===== src/rtl/rr_grant_arbiter.sv =====
// rr_grant_arbiter: registered N-way arbiter sharing one downstream resource among PORTS
// requesters. Supports round-robin or fixed priority, with optional grant holding until
// release by acknowledge pulse or request deassertion.
//
// Ports:
//   clk           clock
//   rst           asynchronous active-high reset
//   request       per-port request level
//   acknowledge   per-port release pulse (ARB_BLOCK=1, ARB_BLOCK_ACK=1 only)
//   grant         one-hot grant, registered
//   grant_valid   high when any grant bit is set, registered
//   grant_encoded binary index of the granted port, registered (0 when no grant)
module rr_grant_arbiter #(
  parameter int unsigned PORTS                 = 4,
  parameter bit          ARB_TYPE_ROUND_ROBIN  = 1'b1,
  parameter bit          ARB_BLOCK             = 1'b1,
  parameter bit          ARB_BLOCK_ACK         = 1'b1,
  parameter bit          ARB_LSB_HIGH_PRIORITY = 1'b0,
  localparam int unsigned EncW                 = (PORTS > 1) ? $clog2(PORTS) : 1
) (
  input  logic             clk,
  input  logic             rst,
  input  logic [PORTS-1:0] request,
  input  logic [PORTS-1:0] acknowledge,
  output logic [PORTS-1:0] grant,
  output logic             grant_valid,
  output logic [EncW-1:0]  grant_encoded
);

  typedef enum logic [0:0] {StIdle, StGranted} state_e;

  typedef struct packed {
    logic            valid;
    logic [EncW-1:0] idx;
  } enc_t;

  // Priority encoder; tie-break direction set by ARB_LSB_HIGH_PRIORITY.
  function automatic enc_t prio_enc(input logic [PORTS-1:0] vec);
    enc_t res;
    res = '0;
    for (int i = 0; i < PORTS; i++) begin
      if (ARB_LSB_HIGH_PRIORITY) begin
        if (vec[i] && !res.valid) begin
          res.valid = 1'b1;
          res.idx   = EncW'(i);
        end
      end else if (vec[i]) begin
        res.valid = 1'b1;
        res.idx   = EncW'(i);
      end
    end
    return res;
  endfunction

  state_e           state_q, state_d;
  logic [PORTS-1:0] grant_q, grant_d;
  logic             valid_q, valid_d;
  logic [EncW-1:0]  enc_q, enc_d;
  logic [PORTS-1:0] mask_q, mask_d;

  enc_t raw_enc;
  enc_t masked_enc;

  // Two encoders: one over all requests, one over requests still eligible this round.
  assign raw_enc    = prio_enc(request);
  assign masked_enc = prio_enc(request & mask_q);

  logic            hold;
  logic [EncW-1:0] win;

  always_comb begin
    state_d = state_q;
    grant_d = grant_q;
    valid_d = valid_q;
    enc_d   = enc_q;
    mask_d  = mask_q;
    hold    = 1'b0;
    win     = raw_enc.idx;

    if (state_q == StGranted && ARB_BLOCK) begin
      // Acknowledge wins over a still-asserted request on the granted port.
      hold = ARB_BLOCK_ACK ? !acknowledge[enc_q] : request[enc_q];
    end

    if (!hold) begin
      if (raw_enc.valid) begin
        // Empty masked vector means the round is over: fall back to the raw vector.
        if (ARB_TYPE_ROUND_ROBIN && masked_enc.valid) begin
          win = masked_enc.idx;
        end
        state_d = StGranted;
        valid_d = 1'b1;
        enc_d   = win;
        for (int i = 0; i < PORTS; i++) begin
          grant_d[i] = (i == int'(win));
          mask_d[i]  = ARB_LSB_HIGH_PRIORITY ? (i > int'(win)) : (i < int'(win));
        end
      end else begin
        state_d = StIdle;
        grant_d = '0;
        valid_d = 1'b0;
        enc_d   = '0;
      end
    end
  end

  always_ff @(posedge clk or posedge rst) begin
    if (rst) begin
      state_q <= StIdle;
      grant_q <= '0;
      valid_q <= 1'b0;
      enc_q   <= '0;
      mask_q  <= '0;
    end else begin
      state_q <= state_d;
      grant_q <= grant_d;
      valid_q <= valid_d;
      enc_q   <= enc_d;
      mask_q  <= mask_d;
    end
  end

  assign grant         = grant_q;
  assign grant_valid   = valid_q;
  assign grant_encoded = enc_q;

endmodule


===== config.mk =====
export PLATFORM = sky130hd
export DESIGN_NAME = rr_grant_arbiter
export DESIGN_NICKNAME = d
export VERILOG_FILES = /design/src/rtl/rr_grant_arbiter.sv
export SDC_FILE = /design/constraint.sdc
export NUM_CORES = 1
export LEC_CHECK = 0
export CORE_MARGIN = 3
export CORE_UTILIZATION = 37
export DETAILED_ROUTE_END_ITERATION = 10
export HOLD_SLACK_MARGIN = 0.08
export PLACE_DENSITY = 0.69
export SETUP_SLACK_MARGIN = 0.02
export SYNTH_ARGS = -nofsm -noshare
export SYNTH_HDL_FRONTEND = slang
export SYNTH_SLANG_ARGS = --single-unit

===== constraint.sdc =====
create_clock -name clk -period 1.2 [get_ports clk]
set_input_delay 0.12 -clock clk [delete_from_list [all_inputs] [get_ports clk]]
set_output_delay 0.12 -clock clk [all_outputs]
set_load 0.02 [all_outputs]

; ---- Word-level counts from Yosys, hierarchy flattened
; Cells that the tools add are included.
[totals]
output_inout_bits = 7
reg_bits = 10
input_bits = 10
[classes]
order_cmp = 4
n_eq_ne = 3
n_bitwise = 2
mux = 17
reduce_logical = 3
[ops]
columns = operator, count
row1 = $mux W3, 8
row2 = $mux W2, 4
row3 = $and A4 B3 Y4, 1
row4 = $eq A2 B2 Y1 const A, 2
row5 = $lt A1 B2 Y1 const A, 2
row6 = $mux W4, 1
row7 = $lt A2 B3 Y1 const B, 1
row8 = $mux W1, 3
row9 = $bmux W1 S2, 1
row10 = $eq A1 B2 Y1 const A, 1
row11 = $logic_not A2 Y1, 1
row12 = $lt A2 B2 Y1 const A, 1
row13 = $reduce_and A2 Y1, 1
row14 = $logic_not A1 Y1, 1
row15 = $not A1 Y1, 1

; ---- Longest topological paths before layout
; Gate-level depths: netlist (run 1).
[logic_depth]
depth_word = 10
depth_mapped = 5

; ---- Worst setup path before layout (run 1)
; OpenSTA, ideal clock, no wires.
[synth_path]
path_kind = register to register
start = register enc_q[0], in the netlist grant_encoded[0]
end = register mask_q[0]
t_arrival_ns = 1.344
setup_slack_ns = -0.268
required_time_ns = 1.076
path_stages_with_launch = 6
setup_ns = 0.124
cell_sequence = dfrtp_1 > mux2_2 > o2bb2ai_2 > buf_4 > o21bai_1 > o31a_1
[synth_via]
elab_chain_len = 6
[synth_rtl]
columns = item, line
row1 = "start, declared", 58  ; logic [EncW-1:0] enc_q, enc_d;
row2 = "start signal, assigned", 118  ; enc_q <= enc_d;
row3 = $bmux W1 S2, 82  ; hold = ARB_BLOCK_ACK ? !acknowledge[enc_q] : request[enc_q];
row4 = $mux W1 (not written as such), 82
row5 = $logic_not A1 Y1, 82
row6 = $mux W1, 80  ; if (state_q == StGranted && ARB_BLOCK) begin
row7 = $not A1 Y1 (no line), -
row8 = $reduce_and A2 Y1 (no line), -
row9 = "end signal, assigned", 119  ; mask_q <= mask_d;
row10 = "end, declared", 59  ; logic [PORTS-1:0] mask_q, mask_d;
; No other way between the ends. The select of a mux whose other input is x is not followed.
; A chain may end at the register's enable or synchronous reset.

; ---- Final worst setup path (run 1)
; Same ends and word-level chain as after synthesis.

==> impl_metrics.py, run 1 <==
metrics = {
    "status": {
        "status": "complete, but fails checks",
        "violations": "setup timing",
    },
    "finish": {
        "final_area_um2": 766,
        "syn_to_final_growth_pct": 55.7,
        "area.sequential_um2": 253,
        "drive_above_1_share": 0.306,
        "multi_input_comb_area_um2": 265,
        "final_util": 0.654,
        "final_cell_count_no_fill": 86,
        "insertedDiodeCount": 0,
        "final_layout_net_count": 84,
        "n_fill_cell": 95,
    },
    "clock_tree": {
        "cts-buffers-inserted": 3,
        "clockRootBuffer": "clkbuf_4",
        "cts_max_level": 1,
        "clkTransAtPathRegs_ns": 0.06,
        "worstSkewPairLatency_ns": 0.26,
        "cts_setup_buffers": 0,
        "cts_tree": "yes",
        "numClockSinks": 10,
        "cts.path.max_buffers": 2,
    },
    "pwr": {
        "power_frac_comb": 0.562,
        "static_leakage_nw": 0.359,
        "swShare": 0.383,
        "post-layout-total-power_mw": 1.81,
        "power_per_cell_area_nw_per_um2": 2360,
        "pwr-share-seq": 0.317,
        "power_switching_uw": 692,
        "clkPwrFrac": 0.121,
        "cell_internal_pwr_mw": 1.11,
        "vdd_drop_max_mv": 1.04,
    },
    "sta": {
        "setup_slack_ns": -0.177,
        "finalHoldViolCount": 0,
        "timing_worst_slew_pin_value_ns": 0.377,
        "timing.clock.skew_ns": 0.000719,
        "max_freq_ghz": 0.726,
        "finalMaxSlewViolations": 0,
        "final-setup-viol-count": 9,
        "worst_slew_margin_rel": 0.748,
        "setup_repair_after_global_routing_missed_its_margin": "yes",
        "final.period_utilization": 1.15,
        "period_needed_ns": 1.38,
    },
    "setup_path": {
        "crit_slowest_cell": "dfrtp_2",
        "required_time_worst_endpoint_ns": 1.34,
        "critical_path.startpoint_type": "register",
        "path_depth": 4,
        "timing.critical_path.to_type": "register",
        "critical_path.max_fanout": 4,
        "crit_arrival_ns": 1.52,
        "timing.critical_path.cells": "mux2i_2, o2bb2ai_4, or2_4, o31a_1",
        "worst-path-buf-inv": 0,
        "worstSetupPathType": "register to register",
        "critPathTopFamily": "flip-flops",
        "crit_path_max_incr_delay_ns": 0.43,
        "r2r_worst_path_depth": 4,
    },
    "yosys": {
        "yosysTopAreaCellShare": 0.509,
        "mappedNetlistNets": 57,
        "synthTopCellsByCount": "dfrtp_1, nand2_1",
        "yosys.area.top_type": "dfrtp_1",
        "average_footprint_of_a_synthesized_cell_um2": 10.5,
        "number_of_flops_mapped_to_enable_cells_by_yosys": 0,
        "synthCells": 47,
        "yosys_warnings": 0,
        "ys_ff_latch": 10,
        "synth.lib_cells_used.distinct": 22,
        "sequential_cell_area_fraction_in_the_yosys_report": 0.509,
        "synth-main-ff-cell": "dfrtp_1",
        "synthArstFlopShare": 1.00,
        "synthesis.area_um2": 492,
        "synth.area.top_cells": "dfrtp_1, nand2_1, a22o_1, o31ai_1, o21ai_0",
        "synthMostInstantiatedCell": "dfrtp_1",
    },
    "detailed_routing": {
        "route.detailed.vias_per_inst": 5.01,
        "final_antenna_net_count": 0,
        "routed_wirelength_um": 1070,
        "drc": 0,
        "drt-wirelength-per-cell_um": 12.4,
        "detail_route.first_pass.iterations": 2,
        "drt-initial-drc-count": 3,
        "dr_total_vias": 431,
    },
    "global_routing": {
        "grt_remaining_overflow": 0,
        "antenna_found_initial": 0,
        "grt_max_degree": 11,
        "grt_pass1_wl_um": 1930,
        "first_global_vias": 421,
        "grtUsageTotal": 0.147,
    },
    "placed_design": {
        "hpwl_um": 849,
        "dp.cells": 83,
        "gpl.final_weighted_congestion": 0.801,
        "dp_slack_ns": -0.444,
        "port-buffer-count": 16,
        "placed_cell_area_um2": 739,
    },
    "floorplan": {
        "row_count": 12,
        "starting_density": 0.420,
        "core_um2": 1170,
        "chipWidth_um": 42.5,
        "die_area_um2": 1800,
        "top_level_ports": 17,
        "fp.dieH_um": 42.5,
    },
    "flow_run": {
        "max_cap_violations": 0,
    },
    "hold_path": {
        "timing.hold.worst.class": "input port to async pin",
    },
}
[metrics by stage]
step | TNS (ns) | hold slack [ns]
global placement | -2.91 | 0.428
global route | -1.55 | 0.175
finish | -0.970 | 0.141
CTS | -0.970 | 0.153
floorplan | -0.843 | -0.0400
detailed placement | -3.04 | 0.427
[timing repair]
action | CTS | global route
hold buffers | 0 | 0
cloned | 0 | 0
gates resized for setup | 11 | 4
pin swaps | 0 | 1
setup endpoints to repair | 16 | 10
[per-layer routing]
metal  share of wire  vias to the layer above  global-route usage
met1            0.47                      189               0.188
met2            0.43                       14               0.198
li1                -                      224                   -
met5               0                        -                   0
met3           0.067                        4              0.0515
met4           0.034                        0               0.112
[cells in the final DEF, fill, tap and decap left out, drive strengths merged, types with 2 or more instances in the layout]
master         Yosys  routed
clkdlybuf4s50      0       9
nor2               3       3
a22o               3       3
buf                1       8
inv                2       2
clkbuf             0       3
o21ai              3       3
nand2b             2       2
nand2              7       7
dlygate4sd2        0       6
o31ai              3       3
dfrtp             10      10
[cell families (layout without fill, tap and decap cells)]
group                  after synthesis  after routing  synth area share
AO/OA/AOI/OAI                       17             17             0.272
buffers and inverters                3             28            0.0305
flip-flops                          10             10             0.509
multiplexers                         2              2            0.0433
AND/OR/NAND/NOR                     15             15             0.145
[path summary, 6_finish.rpt]
| check | startpoint | to | slack (ns) |
|---|---|---|---|
| max in group asynchronous | rst | grant_valid | 0.77 |
| hold / removal | rst | grant_encoded[1] | 0.14 |
| setup reg to reg | grant_encoded[0] | mask_q[0] | -0.18 |
| hold reg to reg | grant[2] | grant[2] | 0.47 |
| setup / recovery | grant_encoded[0] | mask_q[0] | -0.18 |
| min in group clk | grant[2] | grant[2] | 0.47 |
[flip-flops by register name, summed over array words and instances, names as in the netlist]
register / count
grant_valid: 1
grant: 4
grant_encoded: 2
mask_q: 3
[final cells by class]
cell class                 instances  share of cell area
sequential                        10               0.330
clock buffer                       3              0.0294
tap                               14              0.0229
timing repair buffer              23               0.261
multi-input combinational         34               0.346
inverter                           2             0.00980
[power groups by stage]
stage / Sequential, mW / Combinational [mW] / Clock [mW]
3_3_place_gp: 0.577 / 1.04 / 0
5_1_grt: 0.596 / 1.11 / 0.248
4_1_cts: 0.574 / 0.989 / 0.230
6_report: 0.572 / 1.02 / 0.219
3_5_place_dp: 0.582 / 1.04 / 0
2_1_floorplan: 0.683 / 0.550 / 0
No activity file was read; power rests on OpenSTA's default activity.
==> inputs of run 2 (changes only) <==
--- a/config.mk
+++ b/config.mk
@@ -5,7 +5,7 @@
 export SDC_FILE = /design/constraint.sdc
 export NUM_CORES = 1
 export LEC_CHECK = 0
-export CORE_MARGIN = 3
+export CORE_MARGIN = 2
 export CORE_UTILIZATION = 37
 export DETAILED_ROUTE_END_ITERATION = 10
 export HOLD_SLACK_MARGIN = 0.08
==> run 2 against run 1 <==
Clock skew increased by 0.0024 ns; the run still ends with setup timing left; combinational power about the same; non-clock buffer count decreased by 1; first-iteration DRC count increased to 5.3 times the previous value; clock power increased by 40%; hold slack got worse by 0.011 ns.
==> impl_metrics.py, run 2 (synthesized netlist as in run 1, its figures left out) <==
metrics = {
    "sta": {
        "finalHoldViolCount": 0,
        "finalMaxSlewViolations": 0,
        "final.period_utilization": 1.17,
        "period_needed_ns": 1.40,
        "setup_repair_after_global_routing_missed_its_margin": "yes",
        "timing.hold.ws_ns": 0.130,
        "worst_slew_margin_rel": 0.753,
        "timing.clock.skew_ns": 0.00312,
        "setup_tns_ns": -1.18,
        "timing_worst_slew_pin_value_ns": 0.369,
        "max_freq_ghz": 0.714,
        "final-setup-viol-count": 9,
        "setup_slack_ns": -0.202,
    },
    "clock_tree": {
        "cts_max_level": 1,
        "numClockSinks": 10,
        "cts_tree": "yes",
        "clkTransAtPathRegs_ns": 0.07,
        "cts-buffers-inserted": 3,
        "worstSkewPairLatency_ns": 0.27,
        "cts.path.max_buffers": 2,
        "cts-hold-fix-buffers": 0,
        "clockRootBuffer": "clkbuf_4",
    },
    "pwr": {
        "vdd_drop_max_mv": 1.39,
        "post-layout-total-power_mw": 1.92,
        "static_leakage_nw": 0.368,
        "power_per_cell_area_nw_per_um2": 2440,
    },
    "setup_path": {
        "crit_path_max_incr_delay_ns": 0.44,
        "critical_path.max_fanout": 5,
        "crit_arrival_ns": 1.56,
        "critical_path.startpoint_type": "register",
        "critPathTopFamily": "flip-flops",
        "timing.critical_path.to_type": "register",
        "worst-path-buf-inv": 0,
        "crit_slowest_cell": "dfrtp_2",
        "timing.critical_path.cells": "mux2i_2, o2bb2ai_4, or2_4, o31a_1",
        "timing.reg2reg.setup_slack_ns": -0.20,
        "required_time_worst_endpoint_ns": 1.36,
        "worstSetupPathType": "register to register",
    },
    "finish": {
        "final_cell_count_no_fill": 87,
        "final_area_um2": 788,
        "insertedDiodeCount": 0,
        "mostFrequentLayoutCell": "clkdlybuf4s50_1",
        "syn_to_final_growth_pct": 60.3,
        "largest_register_ff_count": 4,
        "most-common-layout-cells": "clkdlybuf4s50_1, dfrtp_1, dlygate4sd2_1",
        "drive_above_1_share": 0.319,
        "final_layout_net_count": 83,
        "final_util": 0.621,
    },
    "placed_design": {
        "placed_cell_area_um2": 726,
        "port-buffer-count": 16,
        "hpwl_um": 831,
        "dp_slack_ns": -0.432,
        "gpl.final_weighted_congestion": 0.780,
        "dp.cells": 82,
    },
    "detailed_routing": {
        "final_antenna_net_count": 0,
        "drt-initial-drc-count": 16,
        "drt-wirelength-per-cell_um": 13.4,
        "dr_total_vias": 456,
        "drc": 0,
        "route.detailed.vias_per_inst": 5.24,
        "routed_wirelength_um": 1160,
        "detail_route.first_pass.iterations": 4,
    },
    "global_routing": {
        "grtUsageTotal": 0.175,
        "grt_pass1_wl_um": 1760,
        "antenna_found_initial": 0,
        "grt_max_degree": 11,
        "first_global_vias": 398,
        "grt_remaining_overflow": 0,
    },
    "floorplan": {
        "top_level_ports": 17,
        "starting_density": 0.388,
        "fp.dieH_um": 40.5,
        "row_count": 13,
        "die_area_um2": 1640,
        "core_um2": 1270,
        "chipWidth_um": 40.5,
    },
    "status": {
        "violations": "setup timing",
        "status": "complete, but fails checks",
    },
    "flow_run": {
        "max_cap_violations": 0,
    },
    "hold_path": {
        "timing.hold.worst.class": "input port to async pin",
    },
}
-- run 2: cell type report --
class,instances,area [µm²]
tap,15,18.8
sequential,10,253
fill,118,480
inverter,2,7.51
timing repair buffer,22,200
clock buffer,4,36.3
multi-input combinational,34,273
-- run 2: final timing paths --
path                       depth (start not counted)        startpoint               end
setup reg to reg                                   4  grant_encoded[0]         mask_q[0]
hold / removal                                     2               rst  grant_encoded[1]
min in group clk                                   2          grant[2]          grant[2]
setup / recovery                                   4  grant_encoded[0]         mask_q[0]
max in group asynchronous                          2               rst  grant_encoded[0]
hold reg to reg                                    2          grant[2]          grant[2]
-- run 2: power by group --
part	internal (mW)	total (mW)	switching [mW]
sequential	0.481	0.573	0.0930
clock	0.184	0.306	0.122
combinational	0.528	1.04	0.513
total	1.19	1.92	0.727
-- run 2: timing repair --
item	CTS	global route
cloned	0	0
pin swaps	0	1
gates resized for setup	8	6
buffers inserted	0	1
endpoints found under the setup margin	16	11
-- run 2: metal layers --
layer  track usage  wire (µm)
met4         0.125         21
met3        0.0333         53
met5             0          0
met2         0.254        533
met1         0.228        554
